--- config.mk ---
export PLATFORM = sky130hd
export DESIGN_NAME = hack_pc_jump
export DESIGN_NICKNAME = d
export VERILOG_FILES = /design/src/rtl/hack_pc_jump.sv
export SDC_FILE = /design/constraint.sdc
export NUM_CORES = 1
export LEC_CHECK = 0
export CAP_MARGIN = 20
export CORE_ASPECT_RATIO = 1.25
export CORE_UTILIZATION = 41
export DETAILED_ROUTE_END_ITERATION = 8
export HOLD_SLACK_MARGIN = 0.03
export MAX_ROUTING_LAYER = met4
export PLACE_DENSITY = 0.83
export SLEW_MARGIN = 0
export SYNTH_ARGS = -nofsm -noshare
export SYNTH_HDL_FRONTEND = slang
export SYNTH_SLANG_ARGS = --single-unit
--- constraint.sdc ---
create_clock -name clk -period 1.93 [get_ports clk]
set_input_delay 0.386 -clock clk [delete_from_list [all_inputs] [get_ports clk]]
set_output_delay 0.386 -clock clk [all_outputs]
set_load 0.01 [all_outputs]
--- src/rtl/hack_pc_jump.sv ---
// hack_pc_jump -- Hack CPU program-counter stage with jump-condition evaluation.
//
// Takes the current instruction, the A register and the ALU flags and
// produces the next ROM fetch address. The PC reloads from a_reg on a taken
// jump, increments (wrapping modulo 2^WIDTH) otherwise, and holds when en=0.
//
// Optional build macro: HACK_PC_HALT_DETECT_EN
//   defined   -> halted sets on a taken jump whose target equals the current
//                pc (the Hack end-of-program self-loop) and stays set until
//                reset. It does not stop the pc from reloading.
//   undefined -> halted is tied low; the port list is unchanged.
//
// Ports:
//   clk         in   system clock, rising edge
//   reset       in   asynchronous, active-high reset
//   en          in   advance enable (0 = stall, pc holds)
//   instr       in   [15] C-type flag, [2:0] jump bits j1 j2 j3
//   a_reg       in   jump target
//   zr, ng      in   ALU result zero / negative flags
//   pc          out  registered program counter
//   jump_taken  out  registered, high for the cycle after a taken jump
//   halted      out  sticky self-loop flag (see macro above)

module hack_pc_jump #(
   parameter int               WIDTH        = 16,
   parameter logic [WIDTH-1:0] RESET_VECTOR = '0
) (
   input  logic             clk,
   input  logic             reset,
   input  logic             en,
   input  logic [15:0]      instr,
   input  logic [WIDTH-1:0] a_reg,
   input  logic             zr,
   input  logic             ng,
   output logic [WIDTH-1:0] pc,
   output logic             jump_taken,
   output logic             halted
);

   logic pos;
   logic jmp;

   // zr=ng=1 is not a legal ALU state; it is evaluated as-is.
   assign pos = ~zr & ~ng;
   assign jmp = instr[15] & ((instr[2] & ng) | (instr[1] & zr) | (instr[0] & pos));

   always_ff @(posedge clk or posedge reset) begin
      if (reset) begin
         pc         <= RESET_VECTOR;
         jump_taken <= 1'b0;
      end else if (en) begin
         if (jmp) begin
            pc         <= a_reg;
            jump_taken <= 1'b1;
         end else begin
            pc         <= pc + 1'b1;
            jump_taken <= 1'b0;
         end
      end else begin
         jump_taken <= 1'b0;
      end
   end

`ifdef HACK_PC_HALT_DETECT_EN
   always_ff @(posedge clk or posedge reset) begin
      if (reset) begin
         halted <= 1'b0;
      end else if (en && jmp && (a_reg == pc)) begin
         halted <= 1'b1;
      end
   end
`else
   assign halted = 1'b0;
`endif

endmodule

==> summary.md, run 1 <==
| Metric | Value |
|---|---|
| DR vias | around 1200 |
| Hpwl dp | about 2300 microns |
| Worst Skew | around 0.00043 ns |
| Maxcap violations | 0 |
| YS warnings | 0 |
| Pwr dens | 858 mW/mm^2 |
| Clock sinks | 17 |
| Number of global-route vias before repair | approximately 1200 |
| Leading area contributor after synthesis | dfrtp_1 |
| Final hold vios | 0 |
| Rel. slew slack | approximately 54% |
| First-pass GRT wire length | roughly 5100 microns |
| Reg2Reg Depth | 5 |
| Worst Hold Class | input port to asynchronous set/reset pin |
| Fraction of registers with async set/reset | between 90% and 100% |
| Worst-path clk slew | ~0.10 ns |
| CTS buffer count | 3 |
| Status | completed |
| M1 WL | approximately 1300 microns |
| Sequential area share after synthesis | a little under two fifths |
| DR vias/cell | 5.57 |
| Starting Density | between 40% and 50% |
| Layout cell share with drive strength beyond 1 | around 13% |
| IO Pins | 55 |
| DR pass1 iterations | 4 |
| Final Wtd Congestion | 0.932 |
| Die Area | around 0.003 sq mm |
| Clock insertion delay at the later pin of the skew report | 0.29 ns |
| Ratio of final minimum period to clock period | about 95% |
| R2r setup slk | 0.18 ns |
| Final antenna-violating net count | 0 |
| Setup repair bufs after CTS | 0 |
| Slew Limit Fails | 0 |
| Xor-xnor portion of the synthesized cell area | 0% |
| Final TNS setup | 0 ns |
| Core Util, Final | 63.0% |
| DRC | 0 |
| Synth Area per Inst | a little under 9 sq um |
| Initial antenna violation count | 0 |
| R2R Path Start | pc[3]$_DFFE_PP0P_ |
| Final Setup Violations | 0 |
| Gr usage total | 21.9% |
| FF-to-FF End | pc[10]$_DFFE_PP0P_ |
| Worst slew pin tran | 0.692 ns |
| WL met3 | 159 microns |
| Synth Register Bits | 17 |
| Wire length on met2 | 1600 microns |
| Min Tclk post-route | 1.84 ns |
| Worst-path fanout max | 9 |
| Distinct cells, synth | 41 |
| Chip width | ~50 microns |
| Core box area | between 0.002 and 0.003 sq mm |
| IO buf count | 41 |
| Main combinational cell family by area after synthesis | simple AND/OR/NAND/NOR gates |
| Mux cell area share after synthesis | just over 9% |
| Synth Flop Type | dfrtp_1 |
| Synth Area in Compound Gates | about a fifth |
| Die Span Y | 61.5 microns |
| Top-count cell post-synth | dfrtp_1 |
| P_leak | between 0.7 and 0.8 nW |
| Unrepaired setup endpoints after global routing | no |
| Crit end category | flop |
| CP Class | input port to flop |
| Netlist Area Pre-Place | approximately 0.0012 sq mm |
| WL/cell | approximately 14 microns |
| Max Root-Sink Buffers | 2 |
| # diodes | 0 |
| CP arrival | slightly above 2 ns |
| Simple-gate share of the synthesized area | 24.1% |
| Critical Path RT | approximately 2.1 ns |
| Pre-CTS setup slack | -0.246 ns |
| Root Buffer | clkbuf_4 |
| Synthesized instance count | roughly 130 |
| Largest net degree at the start of global routing | 18 |
| Final WS setup | 0.0929 ns |
| Core Rows | 21 |
| Worst setup SP type | input port |
| Synth top area share | approximately 37% |
| Fmax | about 0.54 GHz |
| Post-synthesis adder-cell area fraction | under 10% |
| DR iter-0 viols | 42 |
| Ranking of synthesized cells by area | dfrtp_1, mux2i_1, a22oi_1 |
| Residual overflow from global routing | 0 |
| Top cells by count, synth | dfrtp_1, inv_1, o21ai_0 |
| Htree depth | 1 |
| IR drop worst, VDD | 477 uV |
| CTS tree | built |
| Syn nets | roughly 170 |
| EDFF count, synth | 0 |
| WL final | approximately 3100 microns |
| Final Net Count | 222 |
| Area delta synth->final | 45.5% |
| Top layer in use | met4 |
[registers in the layout, indices dropped and copies added, names as in the netlist]
register	flops
jump_taken	1
pc	16
[critical path, cell delays in order]
cell	delay, ns
clkdlybuf4s50_1	0.43
or3b_4	0.42
a21o_2	0.29
buf_4	0.21
mux2i_1	0.12
a22oi_1	0.19
[layout make-up]
| cell class | count | area (sq um) |
|---|---|---|
| inverter | 11 | 41.3 |
| fill | 232 | 992 |
| multi-input combinational | 96 | 637 |
| timing repair buffer | 55 | 515 |
| sequential | 17 | 425 |
| tap | 34 | 42.5 |
| clock buffer | 4 | 26.3 |
[placed cells by master, fill, tap and decap left out, types with 2 or more instances in the layout]
cell type,synthesis,final
a22o_1,2,2
a22oi_1,10,10
a31oi_1,3,3
and3_1,4,4
buf_4,3,14
clkbuf_4,0,3
clkdlybuf4s50_1,0,41
dfrtp_1,17,17
inv_1,11,11
mux2i_1,8,8
nand2_1,7,7
nand2b_1,2,2
nand3_1,7,7
nand4_1,4,4
nor2_1,5,5
nor3_1,4,4
nor4_1,4,4
o21ai_0,11,11
or2_2,2,2
or4_1,3,3
[report_power, final]
group | internal [mW] | switching, mW | total [mW]
clock network | 0.0803 | 0.119 | 0.199
logic | 0.378 | 0.295 | 0.673
registers | 0.449 | 0.126 | 0.576
[cell families (layout without fill, tap and decap cells)]
kind of cell / count (synthesis) / after routing
AND/OR/NAND/NOR: 49 / 49
AO/OA/AOI/OAI: 35 / 35
buffers and inverters: 21 / 70
flip-flops: 17 / 17
multiplexers: 10 / 10
adder cells (fa/ha/maj): 1 / 1
other: 1 / 1
[layer usage]
layer  track usage (%)  vias to the layer above
met1              25.5                      573
met2              39.2                       41
met5                 -                        -
met3              2.47                        2
li1                  -                      593
met4              8.16                        0
[stage by stage]
| step | cell area (sq um) | cells | hold WS (ns) | power, mW |
|---|---|---|---|---|
| after floorplan | 1160 | 134 | 0.312 | 0.885 |
| after global placement | 1660 | 213 | 0.536 | 1.23 |
| after detailed placement | 1660 | 213 | 0.541 | 1.25 |
| after CTS | 1690 | 217 | 0.510 | 1.45 |
| after global routing | 1690 | 217 | 0.567 | 1.55 |
| final | 1690 | 217 | 0.490 | 1.45 |
[worst max path at each step]
stage	startpoint	to	slack, ns	cells after the start
5_1_grt	pc[3]$_DFFE_PP0P_	pc[10]$_DFFE_PP0P_	0.03	5
2_1_floorplan	ng	pc[9]$_DFFE_PP0P_	0.26	5
3_5_place_dp	instr[0]	pc[4]$_DFFE_PP0P_	-0.25	6
3_3_place_gp	instr[0]	pc[7]$_DFFE_PP0P_	-0.23	6
6_report	ng	pc[4]$_DFFE_PP0P_	0.09	6
4_1_cts	instr[0]	pc[4]$_DFFE_PP0P_	0.07	6
[timing repair]
action                     CTS  global route
setup endpoints to repair    0             1
hold buffers                 0             0
resized for setup            0             1
Power figures use the tool's default switching activity.
==> run 2, diff against run 1 <==
CORE_UTILIZATION = 44   (was 41)
PLACE_DENSITY = 0.88   (was 0.83)
clock period = 2.21 ns   (was 1.93 ns; I/O delays follow)
==> run 2 against run 1 <==
Highest routed layer unchanged. Global-route usage is 1.7 points higher. Combinational power down 17%. Die area is 6.6% lower. Critical path depth stayed put. Routed wire length is 4.3% lower. Power is 14% lower. Design area decreased by 1.9%. Sequential power down 12%.
==> summary.md, run 2 (synthesized netlist as in run 1, its figures left out) <==
| Metric | Value |
|---|---|
| R2R Path Start | pc[0]$_DFFE_PP0P_ |
| Most frequent cells in the layout | clkdlybuf4s50_1, dfrtp_1, inv_1, o21ai_0 |
| Layout cell share with drive strength beyond 1 | 10.1% (-2.5 points) |
| Core box area | 0.00248 sq mm (-7.6%) |
| Worst Skew | 0.0148 ns (+0.0144 ns) |
| Status | completed |
| Reg2Reg Depth | 5 (unchanged) |
| Final hold vios | 0 (unchanged) |
| CTS tree | built |
| # diodes | 0 (unchanged) |
| Final antenna-violating net count | 0 (unchanged) |
| Max Root-Sink Buffers | 2 (unchanged) |
| Htree depth | 1 (unchanged) |
| Critical-path cell list | clkdlybuf4s50_1 -> or3b_4 -> a21o_1 -> buf_4 -> mux2i_1 -> a22oi_1 |
| WL final | 2970 microns (-4.3%) |
| Final Net Count | 218 (-1.8%) |
| Delay of the slowest cell on the worst path | 0.42 ns (about the same) |
| P_leak | 0.741 nW (-2.4%) |
| CP arrival | 2.10 ns (+0.05 ns) |
| Crit-path leading delay family | buffers and inverters |
| Most common cell after layout, fill and taps aside | clkdlybuf4s50_1 |
| DR vias/cell | 5.61 (+0.75%) |
| Min Tclk post-route | approximately 1.9 ns |
| Die Area | 0.00285 sq mm (-6.6%) |
| CTS buffer count | 3 (unchanged) |
| IR drop worst, VDD | 478 uV (+0.12%) |
| DRC | 0 (unchanged) |
| Die Span Y | 59.4 microns (-3.4%) |
| Setup repair bufs after CTS | 0 (unchanged) |
| Residual overflow from global routing | 0 (unchanged) |
| Fmax | around 0.53 GHz |
| Worst path slowest cell | clkdlybuf4s50_1 |
| Initial antenna violation count | 0 (unchanged) |
| IO Pins | 55 (unchanged) |
| Largest net degree at the start of global routing | 18 (unchanged) |
| First-pass GRT wire length | 4750 microns (-6.3%) |
| CP Class | input port to flop |
| Clock sinks | 17 (unchanged) |
| Number of global-route vias before repair | 1134 (-4.7%) |
| Slew Limit Fails | 0 (unchanged) |
| Cell Count, Final, Fillers Out | 212 (-2.3%) |
| Final Setup Violations | 0 (unchanged) |
| Root Buffer | clkbuf_4 |
| Worst setup SP type | input port |
| DR iter-0 viols | 43 (+2.4%) |
| Ratio of final minimum period to clock period | between 80% and 90% |
| Starting Density | 46.8% (+3.5 points) |
| Largest register FFs | 16 (unchanged) |
| FF-to-FF End | pc[12]$_DFFE_PP0P_ |
| Worst slew pin tran | 0.658 ns (-0.0347 ns) |
| Reg with most FFs | pc |
| Rel. slew slack | 56.1% (+2.3 points) |
| Pwr dens | 749 mW/mm^2 (-13%) |
| Area delta synth->final | 42.7% |
| DR pass1 iterations | 4 (unchanged) |
| Chip width | 47.9 microns (-3.3%) |
| Maxcap violations | 0 (unchanged) |
| Critical Path RT | 2.41 ns (+0.27 ns) |
| Clock insertion delay at the later pin of the skew report | 0.30 ns (about the same) |
| IO buf count | 41 (unchanged) |
| Final Wtd Congestion | 0.772 (-17%) |
| Worst Hold Class | input port to asynchronous set/reset pin |
| Worst path buffer plus inverter count | 2 (unchanged) |
| Pre-CTS setup slack | -0.00720 ns (+0.239 ns) |
| Crit end category | flop |
| DR vias | 1190 (-1.6%) |
| Gr usage total | 23.6% (+1.7 points) |
| Hpwl dp | 2190 microns (-4.4%) |
| WL/cell | 14.0 microns (-2.0%) |
| R2r setup slk | 0.43 ns (+0.25 ns) |
| Unrepaired setup endpoints after global routing | no |
| Post-CTS Hold Buffers | 0 (unchanged) |
| Worst-path fanout max | 7 (-2) |
| Final WS setup | 0.308 ns (+0.215 ns) |
| Resize count post-CTS | 0 (unchanged) |
| Post-Place Cells | 208 (-2.3%) |
| Worst-path clk slew | 0.11 ns (about the same) |
| Top Registers | pc: 16 flops, jump_taken: 1 flops |
| Core Rows | 20 (-4.8%) |
## run 2: cell types whose count changed in the layout (fill, tap and decap cells not counted)
cell    change
buf_4       -4
a21o_1      +1
a21o_2      -1
## run 2: routing by layer
layer	vias to the layer above	part of all wire, %	track usage, %	routed length (microns)
met5	-	0	-	0
met4	0	0.98	9.13	29
met3	4	4.9	2.13	145
met2	39	51	38.2	1520
met1	562	43	29.5	1270
li1	585	-	-	-
## run 2: power breakdown
part	switching, mW	total (mW)	internal (mW)
Clock	0.101	0.171	0.0702
Combinational	0.245	0.560	0.315
Sequential	0.117	0.509	0.392
Total	0.462	1.24	0.778
## run 2: stage by stage
stage	power (mW)	utilization, %	hold slack (ns)	area, sq um	TNS [ns]
finish	1.24	66.8	0.529	1660	0
global route	1.32	66.8	0.573	1660	0
CTS	1.24	66.8	0.558	1660	0
detailed placement	1.07	65.8	0.536	1630	-0.00720
global placement	1.05	65.8	0.530	1630	0
floorplan	0.773	-	0.368	1160	0
## run 2: worst reg2reg max path, stage by stage, from the launching register on
cell     delay, ns
dfrtp_1       0.43
ha_1          0.24
nand2_1       0.19
or4_1         0.57
mux2i_1       0.14
a22oi_1       0.10
## run 2: how the worst max path moves through the flow
stage / startpoint / endpoint / slack, ns / cells past startpoint
6_report: ng / pc[4]$_DFFE_PP0P_ / 0.31 / 6
5_1_grt: ng / pc[2]$_DFFE_PP0P_ / 0.25 / 7
4_1_cts: ng / pc[4]$_DFFE_PP0P_ / 0.31 / 6
3_5_place_dp: ng / pc[9]$_DFFE_PP0P_ / -0.007 / 5
3_3_place_gp: instr[0] / pc[9]$_DFFE_PP0P_ / 0.03 / 5
2_1_floorplan: ng / pc[9]$_DFFE_PP0P_ / 0.49 / 5
## run 2: final cells by class
class	instances	area, sq um
sequential	17	425
fill	191	822
inverter	11	41.3
tap	33	41.3
timing repair buffer	51	485
multi-input combinational	96	636
clock buffer	4	26.3
==> run 3, diff against run 2 <==
CORE_ASPECT_RATIO = default   (was 1.25)
CTS_CLUSTER_DIAMETER = 60   (was default)
==> run 3 against run 2 <==
Final cell count shrank 1.9%. Critical path depth grew 1. Die area is essentially flat. Via count grew 3.5%. Non-clock buffer count shrank 1. Core utilization shrank 0.45 points. Clock-buffer cell count is the same. Register-to-register slack lost 0.02 ns. Combinational power grew 0.7%. Routed wire length grew 5.9%. Fmax grew 0.14%. Sequential cell count is the same.
==> summary.md, run 3 (synthesized netlist as in run 1, its figures left out) <==
| Metric | Value |
|---|---|
| Status | completed |
| Largest net degree at the start of global routing | 21 (+3) |
| Worst setup SP type | input port |
| FF-to-FF End | pc[12]$_DFFE_PP0P_ |
| Clk pwr share | 14.3% (+0.5 points) |
| Area delta synth->final | 41.7% |
| Ratio of final minimum period to clock period | 85.9% (-0.12 points) |
| Multi-input gate area | 636 sq um (unchanged) |
| Worst-path fanout max | 15 (+8) |
| Worst Hold Class | input port to asynchronous set/reset pin |
| DR iter-0 viols | 23 (-47%) |
| Filler cells | 224 (+17%) |
| WL final | 3140 microns (+5.9%) |
| Gr usage total | 26.4% (+2.8 points) |
| Hold slack | 0.527 ns (-0.00233 ns) |
| IR drop worst, VDD | 707 uV (+48%) |
| P_leak | 0.736 nW (-0.59%) |
| Register Area | 425 sq um (unchanged) |
| Starting Density | 46.8% (unchanged) |
| Number of global-route vias before repair | 1266 (+12%) |
| First-pass GRT wire length | 5270 microns (+11%) |
| Final hold vios | 0 (unchanged) |
| Crit end category | flop |
| DR pass1 iterations | 4 (unchanged) |
| Hpwl dp | 2340 microns (+6.8%) |
| Max Root-Sink Buffers | 2 (unchanged) |
| Reg with most FFs | pc |
| Initial antenna violation count | 0 (unchanged) |
| R2R Path Start | pc[0]$_DFFE_PP0P_ |
| DR vias/cell | 5.92 (+5.5%) |
| Pwr dens | 762 mW/mm^2 (+1.8%) |
| Fmax | 0.527 GHz (+0.14%) |
| Most frequent cells in the layout | clkdlybuf4s50_1, dfrtp_1, inv_1, o21ai_0, a22oi_1 |
| Min Tclk post-route | 1.90 ns (-0.00274 ns) |
| R2r setup slk | 0.41 ns (-0.02 ns) |
| IO buf count | 41 (unchanged) |
| Clock sinks | 17 (unchanged) |
| Htree depth | 1 (unchanged) |
| Final antenna-violating net count | 0 (unchanged) |
| Post-CTS Hold Buffers | 0 (unchanged) |
| Gate power share | 45.0% (about the same) |
| Core Rows | 18 (-10%) |
| DRC | 0 (unchanged) |
| Clock insertion delay at the later pin of the skew report | 0.30 ns (about the same) |
| Reg2Reg Depth | 5 (unchanged) |
| Top Registers | pc: 16 flops, jump_taken: 1 flops |
| Critical Path RT | 2.42 ns (about the same) |
| Sw frac | 38.4% (+1.1 points) |
| CP Class | input port to flop |
| Worst Skew | 0.00781 ns (-0.00701 ns) |
| CTS tree | built |
| Most common cell after layout, fill and taps aside | clkdlybuf4s50_1 |
| Die Span Y | 53.3 microns (-10%) |
| Final Wtd Congestion | 0.874 (+13%) |
| Rel. slew slack | 54.6% (-1.5 points) |
| Worst-path clk slew | 0.11 ns (about the same) |
| Layout cell share with drive strength beyond 1 | 9.55% (-0.51 points) |
| CTS buffer count | 3 (unchanged) |
| IO Pins | 55 (unchanged) |
| Setup repair bufs after CTS | 0 (unchanged) |
| CP arrival | 2.11 ns (about the same) |
| Die Area | 0.00285 sq mm (about the same) |
| DR vias | 1232 (+3.5%) |
| Final Net Count | 217 (-0.46%) |
| Resize count post-CTS | 0 (unchanged) |
| # diodes | 0 (unchanged) |
| Maxcap violations | 0 (unchanged) |
| WL/cell | 15.1 microns (+7.9%) |
| Core Util, Final | 66.4% (-0.45 points) |
| Largest register FFs | 16 (unchanged) |
| Pint | 772 uW (-0.74%) |
| Seq pwr share | 40.7% (-0.3 points) |
| Chip width | 53.3 microns (+11%) |
| Worst slew pin tran | 0.680 ns (+0.0223 ns) |
| Unrepaired setup endpoints after global routing | no |
| Residual overflow from global routing | 0 (unchanged) |
| Root Buffer | clkbuf_4 |
| Core box area | 0.00248 sq mm (unchanged) |
| Final Setup Violations | 0 (unchanged) |
| Slew Limit Fails | 0 (unchanged) |
| Sw power | 481 uW (+4.1%) |
-- run 3: metal layers --
layer | track usage (%) | up-vias | part of all wire [%]
li1 | - | 584 | -
met1 | 29.4 | 599 | 42
met2 | 47.3 | 44 | 52
met3 | 3.74 | 5 | 5.1
met4 | 9.21 | 0 | 0.83
met5 | - | - | 0
-- run 3: area by class of cell --
type                            count  area share, %
Clock buffer                        4           1.60
Inverter                           11           2.51
Multi-Input combinational cell     96           38.7
Sequential cell                    17           25.9
Tap cell                           30           2.28
Timing Repair Buffer               50           29.1
-- run 3: power by group through the flow --
stage	Sequential (mW)	Combinational (mW)	Clock, mW
6_report	0.511	0.564	0.179
5_1_grt	0.526	0.614	0.193
4_1_cts	0.508	0.561	0.180
3_5_place_dp	0.514	0.560	0
3_3_place_gp	0.506	0.538	0
2_1_floorplan	0.528	0.245	0
-- run 3: worst max-delay path, cell delays in order --
cell and delay (ns):
clkdlybuf4s50_1 0.42, or3b_4 0.41, a21oi_1 0.16, buf_4 0.22, buf_4 0.15, o21ai_0 0.08, a22oi_1 0.23
-- run 3: worst max path at each step --
stage,startpoint,end,cells past startpoint
final,ng,pc[2]$_DFFE_PP0P_,7
after global routing,ng,pc[9]$_DFFE_PP0P_,5
after CTS,ng,pc[9]$_DFFE_PP0P_,5
after detailed placement,ng,pc[9]$_DFFE_PP0P_,5
after global placement,instr[0],pc[9]$_DFFE_PP0P_,5
after floorplan,ng,pc[9]$_DFFE_PP0P_,5
-- run 3: through the flow --
step | setup WS [ns] | cells | setup TNS (ns) | total power [mW] | instance area [sq um]
after floorplan | 0.489 | 134 | 0 | 0.773 | 1160
after global placement | 0.0316 | 204 | 0 | 1.04 | 1620
after detailed placement | -0.00198 | 204 | -0.00198 | 1.07 | 1620
after CTS | 0.310 | 208 | 0 | 1.25 | 1640
after global routing | 0.270 | 208 | 0 | 1.33 | 1640
final | 0.311 | 208 | 0 | 1.25 | 1640
